==> src/rtl/pic_pkg.sv <==
// Shared types and constants for the 8259 interrupt-sequencing core.
package pic_pkg;

    localparam int NUM_IR     = 8;
    localparam int LVL_W      = 3;
    localparam int VEC_BASE_W = 5;

    typedef enum logic [1:0] {
        IDLE = 2'd0,
        ACK1 = 2'd1,
        GAP  = 2'd2,
        ACK2 = 2'd3
    } pic_state_t;

    // OCW2 R/SL/EOI field encodings
    localparam logic [2:0] CMD_ROT_AEOI_CLR = 3'b000;
    localparam logic [2:0] CMD_NS_EOI       = 3'b001;
    localparam logic [2:0] CMD_S_EOI        = 3'b011;
    localparam logic [2:0] CMD_ROT_AEOI_SET = 3'b100;
    localparam logic [2:0] CMD_ROT_NS       = 3'b101;
    localparam logic [2:0] CMD_SET_PRI      = 3'b110;
    localparam logic [2:0] CMD_ROT_S        = 3'b111;

    // Rank 0 is the highest priority, i.e. the level just after lowest.
    function automatic logic [LVL_W-1:0] pri_rank(input logic [LVL_W-1:0] lvl,
                                                  input logic [LVL_W-1:0] lowest);
        return lvl - lowest - 3'd1;
    endfunction

endpackage

==> src/rtl/pic_priority_scheduler_if.sv <==
// CPU-side interrupt acknowledge / vector bus of the 8259 core.
interface pic_priority_scheduler_if;
    import pic_pkg::*;

    logic              intaN;
    logic              intOut;
    logic [NUM_IR-1:0] dataOut;
    logic              dataOutEn;

    modport master (output intaN, input intOut, dataOut, dataOutEn);
    modport slave  (input intaN, output intOut, dataOut, dataOutEn);
endinterface

==> src/rtl/pic_priority_resolver.sv <==
// Combinational rotating-priority encoder: returns the highest-priority set
// bit of req, where priority starts at lowest_pri+1 and wraps.
module pic_priority_resolver
    import pic_pkg::*;
(
    input  logic [NUM_IR-1:0] req,
    input  logic [LVL_W-1:0]  lowest_pri,
    output logic              valid,
    output logic [LVL_W-1:0]  level
);
    logic [LVL_W-1:0]  start;
    logic [NUM_IR-1:0] rot;
    logic [LVL_W-1:0]  offset;

    assign start = lowest_pri + 3'd1;

    // rot[0] is the request currently holding top priority
    genvar gi;
    generate
        for (gi = 0; gi < NUM_IR; gi++) begin : g_rot
            assign rot[gi] = req[LVL_W'(gi) + start];
        end
    endgenerate

    always_comb begin
        valid  = 1'b0;
        offset = '0;
        for (int i = NUM_IR - 1; i >= 0; i--) begin
            if (rot[i]) begin
                valid  = 1'b1;
                offset = LVL_W'(i);
            end
        end
    end

    assign level = offset + start;
endmodule

==> src/rtl/pic_priority_scheduler.sv <==
// 8259 interrupt sequencing: IRR/ISR, priority resolution, INTA vector cycle.
// Optional macro PIC_SPURIOUS_IR7_EN: answer an unrequested INTA with the IR7 vector.
module pic_priority_scheduler
    import pic_pkg::*;
(
    input  logic                  clk,
    input  logic                  rstN,
    input  logic [NUM_IR-1:0]     ir,
    input  logic [NUM_IR-1:0]     imr,
    input  logic                  ltim,
    input  logic [VEC_BASE_W-1:0] vecBase,
    input  logic                  aeoi,
    input  logic                  initStart,
    input  logic                  ocw2Strobe,
    input  logic [7:0]            ocw2,
    pic_priority_scheduler_if.slave cpu,
    output logic [NUM_IR-1:0]     irr,
    output logic [NUM_IR-1:0]     isr
);
    pic_state_t        state_reg, state_next;
    logic [LVL_W-1:0]  ack_lvl_reg, ack_lvl_next;
    logic              ack_valid_reg, ack_valid_next;
    logic [LVL_W-1:0]  lowest_pri_reg, lowest_pri_next;
    logic              rot_aeoi_reg, rot_aeoi_next;
    logic [NUM_IR-1:0] ir_prev_reg, ir_prev_next;
    logic [NUM_IR-1:0] irr_reg, irr_next;
    logic [NUM_IR-1:0] isr_reg, isr_next;
    logic              int_reg, int_next;
    logic [7:0]        dout_reg, dout_next;
    logic              den_reg, den_next;

    logic              pend_valid, svc_valid;
    logic [LVL_W-1:0]  pend_lvl, svc_lvl;
    logic [NUM_IR-1:0] ack_set, isr_clr;
    logic              ocw2_valid;
    logic [LVL_W-1:0]  ocw_lvl;

    pic_priority_resolver u_pend (
        .req        (irr_reg & ~imr),
        .lowest_pri (lowest_pri_reg),
        .valid      (pend_valid),
        .level      (pend_lvl)
    );

    pic_priority_resolver u_svc (
        .req        (isr_reg),
        .lowest_pri (lowest_pri_reg),
        .valid      (svc_valid),
        .level      (svc_lvl)
    );

    // D4:D3 = 00 is what distinguishes an OCW2 write from ICW1/OCW3
    assign ocw2_valid = ocw2Strobe && (ocw2[4:3] == 2'b00);
    assign ocw_lvl    = ocw2[2:0];

    always_comb begin
        state_next      = state_reg;
        ack_lvl_next    = ack_lvl_reg;
        ack_valid_next  = ack_valid_reg;
        lowest_pri_next = lowest_pri_reg;
        rot_aeoi_next   = rot_aeoi_reg;
        dout_next       = dout_reg;
        den_next        = den_reg;
        ack_set         = '0;
        isr_clr         = '0;

        case (state_reg)
            IDLE: begin
                if (!cpu.intaN) begin
                    if (pend_valid) begin
                        state_next     = ACK1;
                        ack_lvl_next   = pend_lvl;
                        ack_valid_next = 1'b1;
                        ack_set        = NUM_IR'(1) << pend_lvl;
                    end
`ifdef PIC_SPURIOUS_IR7_EN
                    else begin
                        state_next     = ACK1;
                        ack_lvl_next   = 3'd7;
                        ack_valid_next = 1'b0;
                    end
`else
                    else begin
                        state_next = IDLE;
                    end
`endif
                end
            end
            ACK1: if (cpu.intaN) state_next = GAP;
            GAP: begin
                if (!cpu.intaN) begin
                    state_next = ACK2;
                    dout_next  = {vecBase, ack_lvl_reg};
                    den_next   = 1'b1;
                end
            end
            ACK2: begin
                if (cpu.intaN) begin
                    state_next = IDLE;
                    den_next   = 1'b0;
                    // a spurious cycle never set an ISR bit, so AEOI has nothing to retire
                    if (aeoi && ack_valid_reg) begin
                        isr_clr = NUM_IR'(1) << ack_lvl_reg;
                        if (rot_aeoi_reg) lowest_pri_next = ack_lvl_reg;
                    end
                end
            end
            default: state_next = IDLE;
        endcase

        if (ocw2_valid) begin
            case (ocw2[7:5])
                CMD_NS_EOI: if (svc_valid) isr_clr |= NUM_IR'(1) << svc_lvl;
                CMD_S_EOI:  isr_clr |= NUM_IR'(1) << ocw_lvl;
                CMD_ROT_NS: begin
                    if (svc_valid) begin
                        isr_clr |= NUM_IR'(1) << svc_lvl;
                        lowest_pri_next = svc_lvl;
                    end
                end
                CMD_ROT_S: begin
                    isr_clr |= NUM_IR'(1) << ocw_lvl;
                    lowest_pri_next = ocw_lvl;
                end
                CMD_SET_PRI:      lowest_pri_next = ocw_lvl;
                CMD_ROT_AEOI_SET: rot_aeoi_next = 1'b1;
                CMD_ROT_AEOI_CLR: rot_aeoi_next = 1'b0;
                default: ;
            endcase
        end

        ir_prev_next = ir;
        if (ltim) irr_next = ir & ~ack_set;
        else      irr_next = (irr_reg | (ir & ~ir_prev_reg)) & ir & ~ack_set;
        // the acknowledge set wins over any EOI clear of the same bit
        isr_next = (isr_reg & ~isr_clr) | ack_set;
        int_next = pend_valid
                && (!svc_valid || (pri_rank(pend_lvl, lowest_pri_reg) < pri_rank(svc_lvl, lowest_pri_reg)))
                && (state_reg == IDLE) && (state_next == IDLE);

        if (initStart) begin
            state_next      = IDLE;
            ack_lvl_next    = '0;
            ack_valid_next  = 1'b0;
            lowest_pri_next = 3'd7;
            rot_aeoi_next   = 1'b0;
            ir_prev_next    = '0;
            irr_next        = '0;
            isr_next        = '0;
            int_next        = 1'b0;
            dout_next       = '0;
            den_next        = 1'b0;
        end
    end

    always_ff @(posedge clk or negedge rstN) begin
        if (!rstN) begin
            state_reg      <= IDLE;
            ack_lvl_reg    <= '0;
            ack_valid_reg  <= 1'b0;
            lowest_pri_reg <= 3'd7;
            rot_aeoi_reg   <= 1'b0;
            ir_prev_reg    <= '0;
            irr_reg        <= '0;
            isr_reg        <= '0;
            int_reg        <= 1'b0;
            dout_reg       <= '0;
            den_reg        <= 1'b0;
        end else begin
            state_reg      <= state_next;
            ack_lvl_reg    <= ack_lvl_next;
            ack_valid_reg  <= ack_valid_next;
            lowest_pri_reg <= lowest_pri_next;
            rot_aeoi_reg   <= rot_aeoi_next;
            ir_prev_reg    <= ir_prev_next;
            irr_reg        <= irr_next;
            isr_reg        <= isr_next;
            int_reg        <= int_next;
            dout_reg       <= dout_next;
            den_reg        <= den_next;
        end
    end

    assign cpu.intOut    = int_reg;
    assign cpu.dataOut   = dout_reg;
    assign cpu.dataOutEn = den_reg;
    assign irr           = irr_reg;
    assign isr           = isr_reg;
endmodule

==> src/flat_wrapper.sv <==
// flat-port wrapper written by rule: the top's interface ports become plain ports
module pic_priority_scheduler_flat import pic_pkg::*;
  (clk, rstN, ir, imr, ltim, vecBase, aeoi, initStart, ocw2Strobe, ocw2, irr, isr, cpu_intaN, cpu_intOut, cpu_dataOut, cpu_dataOutEn);
  pic_priority_scheduler_if cpu_i ();
  input  logic clk;
  input  logic rstN;
  input  logic [NUM_IR-1:0] ir;
  input  logic [NUM_IR-1:0] imr;
  input  logic ltim;
  input  logic [VEC_BASE_W-1:0] vecBase;
  input  logic aeoi;
  input  logic initStart;
  input  logic ocw2Strobe;
  input  logic [7:0] ocw2;
  output logic [NUM_IR-1:0] irr;
  output logic [NUM_IR-1:0] isr;
  input wire logic [$bits(cpu_i.intaN)-1:0] cpu_intaN;
  output wire logic [$bits(cpu_i.intOut)-1:0] cpu_intOut;
  output wire logic [$bits(cpu_i.dataOut)-1:0] cpu_dataOut;
  output wire logic [$bits(cpu_i.dataOutEn)-1:0] cpu_dataOutEn;
  assign cpu_i.intaN = cpu_intaN;
  assign cpu_intOut = cpu_i.intOut;
  assign cpu_dataOut = cpu_i.dataOut;
  assign cpu_dataOutEn = cpu_i.dataOutEn;
  pic_priority_scheduler u_core (.clk(clk), .rstN(rstN), .ir(ir), .imr(imr), .ltim(ltim), .vecBase(vecBase), .aeoi(aeoi), .initStart(initStart), .ocw2Strobe(ocw2Strobe), .ocw2(ocw2), .cpu(cpu_i), .irr(irr), .isr(isr));
endmodule
==> config.mk <==
export PLATFORM = sky130hd
export DESIGN_NAME = pic_priority_scheduler_flat
export DESIGN_NICKNAME = d
export VERILOG_FILES = /design/src/rtl/pic_pkg.sv /design/src/rtl/pic_priority_scheduler_if.sv /design/src/rtl/pic_priority_resolver.sv /design/src/rtl/pic_priority_scheduler.sv /design/src/flat_wrapper.sv
export SDC_FILE = /design/constraint.sdc
export NUM_CORES = 1
export LEC_CHECK = 0
export ABC_CLOCK_PERIOD_IN_PS = 12500
export CORE_MARGIN = 8
export CORE_UTILIZATION = 25
export CTS_CLUSTER_DIAMETER = 30
export DETAILED_ROUTE_END_ITERATION = 8
export RECOVER_POWER = 50
export SLEW_MARGIN = 30
export SYNTH_ARGS = -nofsm -noshare
export SYNTH_HDL_FRONTEND = slang
export SYNTH_SLANG_ARGS = --single-unit
==> constraint.sdc <==
create_clock -name clk -period 12.5 [get_ports clk]
set_clock_uncertainty 0.05 [all_clocks]
set_input_delay 1.25 -clock clk [delete_from_list [all_inputs] [get_ports clk]]
set_output_delay 1.25 -clock clk [all_outputs]
set_load 0.02 [all_outputs]
### Word level (Yosys, flattened, before mapping)

Cells that the tools add are included.

* $add $sub $neg: 14
* bitwise operators: 14
* reduce and logical (&&, ||, !) cells: 24
* order comparisons: 9
* muxes and demuxes: 111
* equality and inequality tests: 12
* shift operators: 4

Operators with widths (count)
* 8-bit two-way mux: 15
* 3-bit two-way mux: 27
* 8-bit bitwise AND: 6
* 1-bit binary-select mux with 3-bit select: 16
* 1-bit two-way mux: 43
* 3-bit by 4-bit < comparator with 1-bit output (second input constant): 8
* 8-bit inverter: 4
* 8-bit bitwise OR: 4
* 1-bit by 3-bit left shift with 8-bit output (first input constant): 4
* 8-bit case mux with 2 select lines: 1
* 3-bit adder (first input constant): 4
* 3-bit == test (second input constant): 4
* 2-bit two-way mux: 5
* 2-bit case mux with 4 select lines: 1
* 2-bit nonzero test: 4
* 2-bit by 3-bit adder with 3-bit output (first input constant): 2
* 3-bit adder: 2
* 2-bit logical NOT: 3
* 3-bit != test (second input constant): 2
* 3-bit case mux with 2 select lines: 1
* 3-bit AND reduction: 2
* 3-bit nonzero test: 2
* 2-bit OR reduction: 3
* 3-bit by 1-bit subtractor with 3-bit output (second input constant): 2
* 15 further kinds: 23

* register bits after elaboration: 44
* word-level logic and storage cells: 199
* output and inout bits: 26
* input port bits: 36

### Longest topological paths before layout

* depth in word-level cells: 22
* depth in mapped cells: 23
* gate-level depth less buffers: 20

### Cells and area by module

From an unflattened synthesis, not the netlist that was laid out.

* cell total of the unflattened synthesis: 385
* area total of the unflattened synthesis: 3826.2 um^2

Modules (own cells, without submodules)
* pic_priority_scheduler: cells an instance 251, times used 1, area each 2497.4 um^2
* pic_priority_resolver: cells an instance 67, times used 2, area each 664.4 um^2

### Least setup slack after synthesis

OpenSTA, ideal clock, no wires.

* path type: register -> register
* from: register u_core.lowest_pri_reg[0]
* to: register u_core.int_reg, in the netlist u_core.cpu.intOut
* stages on the path, launching flop included: 23
* data arrival time: 4.836 ns
* slack: 7.528 ns
* buffers on the path: 3
* library setup time: 0.086 ns
* path through: dfstp_2 > inv_2 > buf_2 > ha_1 > buf_6 > buf_2 > mux4_2 > mux2i_1 > o2111a_1 > o21ai_0 > a221oi_1 > ha_1 > inv_1 > fa_1 > inv_1 > fa_1 > xnor2_1 > xnor2_1 > xnor2_1 > ha_1 > a21oi_1 > a21oi_1 > nor3_1

* word-level cells in the longest chain between the ends: 21

Ends and longest elaborated chain
* start, declared: RTL line pic_priority_scheduler.sv:23 `logic [LVL_W-1:0] lowest_pri_reg, lowest_pri_next;`
* start signal, assigned: RTL line pic_priority_scheduler.sv:173 `lowest_pri_reg <= lowest_pri_next;`
* 3-bit by 1-bit adder with 3-bit output: RTL line pic_priority_resolver.sv:15 `assign start = lowest_pri + 3'd1;`
* 3-bit adder: RTL line pic_priority_resolver.sv:21 `assign rot[gi] = req[LVL_W'(gi) + start];`
* 1-bit binary-select mux with 3-bit select: RTL line pic_priority_resolver.sv:21
* 1-bit two-way mux (not written as such): RTL line pic_priority_resolver.sv:21
* 3-bit two-way mux (8 in a row): RTL line pic_priority_resolver.sv:29 `if (rot[i]) begin`
* 3-bit adder: RTL line pic_priority_resolver.sv:36 `assign level = offset + start;`
* 3-bit subtractor: RTL line pic_pkg.sv:27 `return lvl - lowest - 3'd1;`
* 3-bit by 1-bit subtractor with 3-bit output: RTL line pic_pkg.sv:27
* 3-bit < comparator: RTL line pic_priority_scheduler.sv:138 `&& (!svc_valid || (pri_rank(pend_lvl, lowest_pri_reg) < pri_rank(svc_lvl, lowest_pri_reg)))`
* 1-bit logical OR: RTL line pic_priority_scheduler.sv:138
* 1-bit logical AND: RTL line pic_priority_scheduler.sv:138
* 1-bit logical AND: RTL line pic_priority_scheduler.sv:139 `&& (state_reg == IDLE) && (state_next == IDLE);`
* 1-bit logical AND *: RTL line pic_priority_scheduler.sv:139
* 1-bit two-way mux *: RTL line pic_priority_scheduler.sv:141 `if (initStart) begin`
* named net u_core.int_next: RTL line pic_priority_scheduler.sv:28 `logic int_reg, int_next;`
* end signal, assigned: RTL line pic_priority_scheduler.sv:178 `int_reg <= int_next;`
* end, declared: RTL line pic_priority_scheduler.sv:28

Mark *: on every way through the listed nets, which the timed path passes. The rest lies on a longest branch. The select of a mux whose other input is x is not followed.
A chain may end at the register's enable or synchronous reset.

### Worst setup path in the final report

Same ends and word-level chain as after synthesis.

==> flow_summary.ini <==
[logic_synthesis]
async_flop_share_pct = 100
synth_nets = 458
synth_area_sq_um = 3830
yosysWarnings = 0
synth_cells = 410
synth_top_flop_cell = dfrtp_1
synth_area_per_cell_sq_um = 9.35
ys_types = 75
synth_edf_count = 0
ys_ff_latch = 44
synth_seq_area_share_pct = 28.8

[final_layout]
final_nets = 507
antennaDiodeCount = 0
multi_input_area_sq_um = 2570
drive_above_1_share_pct = 9.57
register_area_sq_um = 1100
syn2layout_area_growth_pct = 23.9
mostFrequentLayoutCells = clkdlybuf4s50_1, nor2_1, dfrtp_1, nand2_1, mux2i_1
fillers = 1560
final_common_cell = clkdlybuf4s50_1
fin_area_sq_um = 4750

[drt]
ant_nets = 0
vias = 3463
drc_errors = 0
via_per_inst = 5.34
wl_mm = 11.6
routed-wl-met2_mm = 5.82
wl_met1_mm = 4.89
top_layer = met4
wl_met3_microns = 663
wl_per_cell_microns = 17.9
drt_iter0_drc = 316
dr.pass1.iters = 5

[grt]
grt_pass1_wl_mm = 19.0
antenna_found_initial = 0
grt_max_degree = 45
grt.overflow.total = 0
grt_pass1_vias = 3576
grtUsageTotal_pct = 12.0

[place]
place_hpwl_mm = 9.05
gp_congestion = 0.902
io_buffers = 61
placed_area_sq_um = 4580

[clock_tree]
clk_latency_ns = 0.29
htreeDepth = 2
cts_root_buf = clkbuf_16
cts_tree = done
hold_buffers = 0
cts.sinks = 44
cts_buffer_depth = 2
cts.clk_slew.worst_paths_ns = 0.07
cts_buffers = 5
postCtsSetupBuffers = 0
cts_resized = 0

[setup_path]
r2r_slack_ns = 6.51
critical_path_class = register to register
cp.arrival_ns = 6.13
crit_fanout = 27
critical_path_required_ns = 12.65
r2r_end = u_core.cpu.intOut
end_kind = register
r2r_cells = 19
r2r-start = u_core.lowest_pri_reg[0]
critPathLaunchType = register

[sta]
setup_tns_ns = 0
min_period_ns = 5.99
relSlewSlack_pct = -59.5
setup_viol = 0
drv_slew = 81
post-route-period-util_pct = 47.9
max_freq_mhz = 167
grt_setup_unrepaired = no
hold_viol = 0
worst_pin_slew_ns = 2.39

[pwr]
power.density_nw_per_um2 = 112
seqPwrFrac_pct = 31.6
clock_power_share_pct = 28.4
power.internal_uw = 338
pwr-share-comb_pct = 40.0
peakVddDrop_mv = 0.0597
switching_power_uw = 195
p_leak_uw = 0.00190
switching_share_pct = 36.6

[floorplanning]
rows = 45
io_pins = 62
dieHeight_microns = 140
coreArea_sq_um = 15100
die_area_sq_um = 19600
initial_core_util_pct = 25.4
dieWidth_microns = 140

[status]
failed_checks = capacitance limit, slew limit
outcome = finished, violations left

[min_path]
min_to = u_core.irr[5]
hold_path.class = register to register
worstHoldStart = u_core.ir_prev_reg[5]
hold-path-cell-count = 2

[job]
maxCapViolations = 2
## power groups by stage
stage / combinational (uW) / clock [uW] / sequential, uW
after detailed placement: 211 / 0 / 171
after CTS: 213 / 156 / 168
after global routing: 235 / 161 / 170
after global placement: 207 / 0 / 171
final: 213 / 151 / 169
after floorplan: 144 / 0 / 169
## synthesized netlist by cell type (all sizes together) (3+ instances only)
master  instances  area [sq um]
mux4           17           390
a311o           4          40.0
nor2b          18           113
fa              4          80.1
xor2            3          33.8
dfrtp          41          1030
o22ai           3          18.8
a31oi           4          25.0
mux2            8          93.8
nand2          40           150
nor2           44           165
nand3          16          80.1
clkbuf         10          37.5
inv            12          45.0
nand4           9          56.3
o21ai          15          75.1
buf            12          81.3
nor3b           3          22.5
mux2i          29           290
nor4b           5          43.8
ha              8           100
nor3           11          55.1
a211oi          4          30.0
nand2b          5          31.3
xnor2          10          87.6
dfstp           3          78.8
or3             3          23.8
a21oi          20           100
a21boi          4          30.0
nor4            4          25.0
## routing by layer
metal	up-vias	GRT usage (%)
met5	-	0
met4	0	4.29
met3	18	2.19
met2	115	20.7
met1	1704	14.6
li1	1626	-
## per-stage QoR
| step | hold slack (ns) | instances | worst slack [ns] | util (%) | total power (uW) |
|---|---|---|---|---|---|
| finish | 0.448 | 648 | 6.51 | 31.5 | 534 |
| global placement | 0.426 | 640 | 6.47 | 30.3 | 378 |
| CTS | 0.449 | 648 | 6.55 | 31.5 | 537 |
| global route | 0.472 | 648 | 6.04 | 31.5 | 566 |
| detailed placement | 0.439 | 640 | 6.57 | 30.4 | 382 |
| floorplan | 0.413 | 410 | 7.53 | - | 313 |
## area by class of cell
type,count,share of cell area [%]
tap,188,4.95
timing repair buffer,64,13.1
clock inverter,3,1.00
inverter,12,0.948
clock buffer,5,2.63
multi-input combinational,332,54.1
sequential,44,23.3
## critical path, cell delays in order, from the launching register on
cell and delay, ns:
dfstp_2 0.83, inv_2 0.29, ha_2 0.90, mux4_2 0.44
mux2i_1 0.19, o2111a_1 0.21, o21ai_0 0.11, a221oi_1 0.29
ha_1 0.20, inv_1 0.05, fa_1 0.62, inv_1 0.17
fa_1 0.42, xnor2_1 0.14, xnor2_1 0.15, xnor2_1 0.16
ha_1 0.27, a21oi_1 0.12, a21oi_1 0.06, nor3_1 0.19
## kinds of logic after synthesis
family | after synthesis | share of synthesized area, %
AOI/OAI and AO/OA | 79 | 14.6
DFF | 44 | 28.8
buffers and inverters | 34 | 4.27
muxes | 54 | 20.2
xor gates and xnor gates | 14 | 3.78
adders and majority gates | 12 | 4.70
and+or+nand+nor | 173 | 23.6
## worst max path at each step
stage | startpoint | end | slack [ns] | cells after the start
after floorplan | u_core.lowest_pri_reg[0] | u_core.cpu.intOut | 7.53 | 22
after global placement | u_core.lowest_pri_reg[0] | u_core.cpu.intOut | 6.47 | 19
after detailed placement | u_core.lowest_pri_reg[0] | u_core.cpu.intOut | 6.57 | 18
after CTS | u_core.lowest_pri_reg[0] | u_core.cpu.intOut | 6.55 | 19
after global routing | u_core.lowest_pri_reg[0] | u_core.cpu.intOut | 6.04 | 18
final | u_core.lowest_pri_reg[0] | u_core.cpu.intOut | 6.51 | 19
Note: power is estimated with default switching activity, not from simulation.
==> patch 1: new RTL, same flow settings <==
Encoding of `pic_state_t`: now one-hot (4 bits for 4 states).
--- a/src/rtl/pic_pkg.sv
+++ b/src/rtl/pic_pkg.sv
@@ -5,11 +5,11 @@
     localparam int LVL_W      = 3;
     localparam int VEC_BASE_W = 5;
 
-    typedef enum logic [1:0] {
-        IDLE = 2'd0,
-        ACK1 = 2'd1,
-        GAP  = 2'd2,
-        ACK2 = 2'd3
+    typedef enum logic [3:0] {
+        IDLE = 4'b0001,
+        ACK1 = 4'b0010,
+        GAP  = 4'b0100,
+        ACK2 = 4'b1000
     } pic_state_t;
 
     // OCW2 R/SL/EOI field encodings
Formal check against the unedited RTL: no difference found for any inputs over 4 cycles, from zero or initial values and one cycle with rstN low; so few cycles prove little.
==> patch 1 against the unedited design <==
The flow still finishes with violations (capacitance limit, slew limit). Sequential power up 8%. Sequential cell count grew 2. Cell area increased by 0.84%. Clock power decreased by 5%. Setup slack lost 0.23 ns. Routed wire length is 1.2% lower. Worst hold slack got worse by 0.0071 ns. Sequential share of layout area increased by 0.88 points. Power increased by 5.5%. Area after synthesis is 1.3% higher. Critical path type unchanged.
==> patch 1: results (changes against the unedited design) <==
Global route
  – Overall Global Routing Usage: 11.6% (-0.33 points)
  – Antenna violations before repair: 0 (unchanged)
  – Largest net degree at the start of global routing: 47 (+4.4%)
  – First-pass GRT wire length: 18700 microns (-1.4%)
  – Vias in the first global route: 3515 (-1.7%)

Clock network
  – Max Buffers Root-to-Sink: 2 (unchanged)
  – Post-CTS Resized: 0 (unchanged)
  – CTS H-Tree Depth: 2 (unchanged)
  – Reg clk slew, reported paths: 0.07 ns (about the same)
  – CTS Root Cell: clkbuf_16

Detailed routing
  – Drt pass-1 iters: 4 (-1)
  – Via count: 3433 (-0.87%)
  – Met3 routed WL: 393 microns (-41%)
  – Final wirelength: 11500 microns (-1.2%)
  – DRT iter0 DRCs: 237 (-25%)
  – Routed wl met2: 5650 microns (-2.9%)
  – DRT met1 WL: 5190 microns (+6.1%)

Hold path
  – Worst Hold Class: flop to flop

Pwr
  – Leak: 0.00196 uW (+3.3%)
  – Maximum vdd drop: 51.2 uV (-14%)

Setup path
  – CP peak stage delay: 0.89 ns
  – Worst path top cell family by delay: adder cells
  – Crit-path slowest cell: dfstp_2
  – Max Fanout on Critical Path: 34 (+26%)
  – WP data arrival: 6.32 ns (+0.19 ns)

Synth
  – Seq/Total Area, Yosys: 29.8% (+0.95 points)
  – Synth async-reset ratio: 100% (unchanged)
  – Cell variety after synth: 74 (-1.3%)
  – Syn_nets: 467 (+2.0%)
  – Syn. warnings: 0 (unchanged)
  – Top cells by count, synth: 44 x nand2_1, 42 x dfrtp_1, 41 x nor2_1
  – Synth area leaders: dfrtp_1 27%, mux2i_1 4.9%, mux4_2 4.6%, nand2_1 4.3%, nor2_1 4.0%

Timing
  – Fin. max-slew vios: 82 (+1.2%)
  – Normalized max-slew margin: -71.7% (-12 points)

Place
  – Gpl congestion: 0.894 (-0.99%)
  – Detailed placer's ending HPWL: 8790 microns (-2.9%)
  – Area after DPL: 4630 sq um (+0.96%)

Status
  – Failing checks: capacitance limit, slew limit
  – Outcome: complete, but fails checks

Finish
  – Layout Nets: 515 (+1.6%)
  – N_diodes: 0 (unchanged)
  – Layout cells sized above 1: 11.1% (+1.5 points)
  – Fill count: 1581 (+1.3%)

Job
  – Max Cap Viol: 2 (unchanged)
==> patch 1: cell count changes after synthesis, moves of 4 or more <==
cell      before  now
mux2i_1       29   19
a31oi_1        4    9
nor2b_1       18   10
o31ai_1        1    5
nand2_1       40   44
a21oi_1       20   14
mux4_2        15    8
inv_1         11   16
o21ai_0       12   17
nand2b_1       5   13
nand4_1        9    2
nor4bb_1       2    6
==> patch 1: per-layer routing <==
metal / GRT usage, % / up-vias
met4: 4.64 / 0
li1: - / 1649
met3: 1.49 / 14
met2: 19.6 / 74
met5: 0 / -
met1: 14.8 / 1696
==> patch 1: per-stage QoR <==
stage | total power (uW) | util [%] | std cells | worst slack (ns)
after floorplan | 343 | - | 419 | 7.21
after global placement | 416 | 30.4 | 648 | 6.20
after detailed placement | 420 | 30.4 | 648 | 6.32
after CTS | 566 | 31.5 | 656 | 6.28
after global routing | 595 | 31.5 | 656 | 5.69
final | 563 | 31.5 | 656 | 6.28
==> patch 1: layout make-up <==
class                   count  share of cell area [%]
multi-input cells         333                    53.3
flip-flops and latches     46                    24.1
repair buffers             63                    12.9
well taps                 188                    4.91
clock buffers               7                    3.19
inverters                  18                    1.41
clock inverters             1                   0.183
==> patch 1: worst min-delay path: stages (launching register included) <==
cell     delay (ns)
dfrtp_1        0.32
nand2_1        0.04
nand2_1        0.06
a31oi_1        0.03
==> patch 1: power breakdown <==
| group | total (uW) | switching, uW | internal, uW |
|---|---|---|---|
| logic | 237 | 132 | 105 |
| registers | 182 | 21.0 | 161 |
| clock network | 144 | 58.4 | 85.5 |
==> patch 1: worst paths after layout <==
kind,start,to,slack (ns),cells past startpoint
worst min register to register,u_core.ir_prev_reg[2],u_core.irr[2],0.44,3
worst max register to register,u_core.lowest_pri_reg[0],u_core.cpu.intOut,6.28,18
worst min-delay path,u_core.ir_prev_reg[2],u_core.irr[2],0.44,3
worst max-delay path,u_core.lowest_pri_reg[0],u_core.cpu.intOut,6.28,18
min in group asynchronous,rstN,u_core.ir_prev_reg[1],1.70,1
max in group asynchronous,rstN,u_core.cpu.dataOutEn,9.22,1
==> patch 1: logic make-up after synthesis <==
kind of cell | Yosys count | share of synthesized area, %
multiplexers | 40 | 15.2
XOR/XNOR | 14 | 3.51
flip-flops | 46 | 29.8
adder cells (fa/ha/maj) | 12 | 4.64
buffers and inverters | 40 | 4.96
AO/OA/AOI/OAI | 82 | 15.6
AND/OR/NAND/NOR | 185 | 26.3
==> patch 2: new RTL, same settings <==
Without the edit above. Add a define of `PIC_SPURIOUS_IR7_EN`.
--- a/src/rtl/pic_priority_scheduler.sv
+++ b/src/rtl/pic_priority_scheduler.sv
@@ -1,5 +1,7 @@
 // 8259 interrupt sequencing: IRR/ISR, priority resolution, INTA vector cycle.
 // Optional macro PIC_SPURIOUS_IR7_EN: answer an unrequested INTA with the IR7 vector.
+`define PIC_SPURIOUS_IR7_EN
+
 module pic_priority_scheduler
     import pic_pkg::*;
 (
Function: changed (Yosys sat finds a counterexample within 4 cycles, from zero or initial values and one cycle with rstN low).
==> patch 2 against the unedited design <==
Setup slack worse by 0.31 ns. Sequential cell count unchanged. Area after synthesis fell by 1.7%. Synthesized cell count did not move. First-iteration DRC count grew 7.6%. The run still ends with capacitance limit, slew limit left. Routed wire length fell by 3.5%. Global-route usage is 0.60 points lower. Critical endpoint unchanged. Die area down 1.5%. Cell area is 1.5% lower. Power fell by 0.33%. Critical path depth grew 2. Highest routed layer unchanged. Core utilization down 0.25 points.
==> patch 2: results (changes against the unedited design) <==
Status
  – Outcome: complete, but fails checks
  – Failing checks: capacitance limit, slew limit

Detailed routing
  – Drt pass-1 iters: 6 (+1)
  – Final wirelength: 11200 microns (-3.5%)
  – Wirelength per Cell: 17.4 microns (-3.0%)
  – Met3 routed WL: 789 microns (+19%)
  – DRT iter0 DRCs: 340 (+7.6%)
  – Via count: 3403 (-1.7%)
  – DRT met1 WL: 4620 microns (-5.5%)
  – Routed wl met2: 5650 microns (-2.9%)

Place
  – Post-Place Cells: 637 (-0.47%)
  – Pre-CTS setup slack: 6.27 ns (-0.306 ns)
  – Gpl congestion: 0.904 (+0.13%)
  – Area after DPL: 4510 sq um (-1.7%)
  – Detailed placer's ending HPWL: 8530 microns (-5.8%)

Setup path
  – Max Fanout on Critical Path: 18 (-33%)
  – FF-to-FF End: u_core.cpu.intOut
  – Worst setup path startpoint: u_core.lowest_pri_reg[0]
  – R2R cell count: 21 (+2)
  – R2R setup slack: 6.21 ns (-0.31 ns)
  – WP data arrival: 6.47 ns (+0.34 ns)
  – Crit-path slowest cell: ha_1
  – Worst path top cell family by delay: adder cells
  – CP peak stage delay: 0.84 ns (-0.06 ns)

Synth
  – Cell variety after synth: 55 (-27%)
  – Seq/Total Area, Yosys: 29.3% (+0.51 points)
  – Top cells by count, synth: 44 x nor2_1, 41 x dfrtp_1, 41 x nand2_1
  – Mapped Avg Cell Area: 9.19 sq um (-1.7%)
  – Synth area leaders: dfrtp_1 27%, mux4_2 8.4%, mux2i_1 5.8%, nor2_1 4.4%, mux4_1 4.2%

Timing
  – Worst Tran Pin Value: 2.39 ns (-0.00137 ns)
  – Min Clock Period, post-route: 6.29 ns (+0.305 ns)
  – Fin Hold WS: 0.440 ns (-0.00761 ns)
  – Fin. max-slew vios: 81 (unchanged)

Pwr
  – Flop pwr share: 31.9% (+0.3 points)
  – Leak: 0.00194 uW (+1.9%)
  – Switch Pwr: 190 uW (-2.5%)
  – Maximum vdd drop: 52.5 uV (-12%)
  – Clock Power Share: 29.5% (+1.1 points)

Global route
  – GR Util met1: 13.5% (-1.0 points)
  – Largest net degree at the start of global routing: 45 (unchanged)
  – Overall Global Routing Usage: 11.4% (-0.60 points)
  – Vias in the first global route: 3592 (+0.45%)
  – Met3 usage: 2.00% (-0.19 points)
  – Global-route track usage on met2: 20.6% (-0.056 points)
  – First-pass GRT wire length: 18200 microns (-4.2%)

Finish
  – Fill count: 1565 (+0.32%)
  – Layout Nets: 504 (-0.59%)
  – N_diodes: 0 (unchanged)
  – Post-layout instance area: 4680 sq um (-1.5%)
  – Layout cells sized above 1: 9.63% (+0.063 points)

Hold path
  – Hold path depth: 3 (+1)
  – Hold_sp: u_core.ir_prev_reg[7]
  – Endpoint with the worst hold slack: u_core.irr[7]

Job
  – Max Cap Viol: 2 (unchanged)
==> patch 2: cell types whose count changed after synthesis, moves of 4 or more <==
| cell | delta |
|---|---|
| nor4b_1 | -5 |
| clkbuf_1 | +5 |
| and3_1 | +6 |
| mux4_1 | +4 |
| nand2b_1 | +8 |
| mux2i_1 | -7 |
| a31oi_1 | +6 |
| nand4_1 | -6 |
==> patch 2: layout make-up <==
| type | count | share of cell area, % |
|---|---|---|
| Tap cell | 188 | 5.03 |
| Sequential cell | 44 | 23.6 |
| Inverter | 14 | 1.12 |
| Timing Repair Buffer | 65 | 13.5 |
| Multi-Input combinational cell | 326 | 52.9 |
| Clock buffer | 6 | 2.97 |
| Clock inverter | 2 | 0.829 |
==> patch 2: cells by family after synthesis <==
group	count (synthesis)	synth area share [%]
and+or+nand+nor	178	23.4
buffers and inverters	40	4.98
muxes	51	21.1
adders and majority gates	12	4.78
DFF	44	29.3
xor gates and xnor gates	14	3.82
AOI/OAI and AO/OA	71	12.6
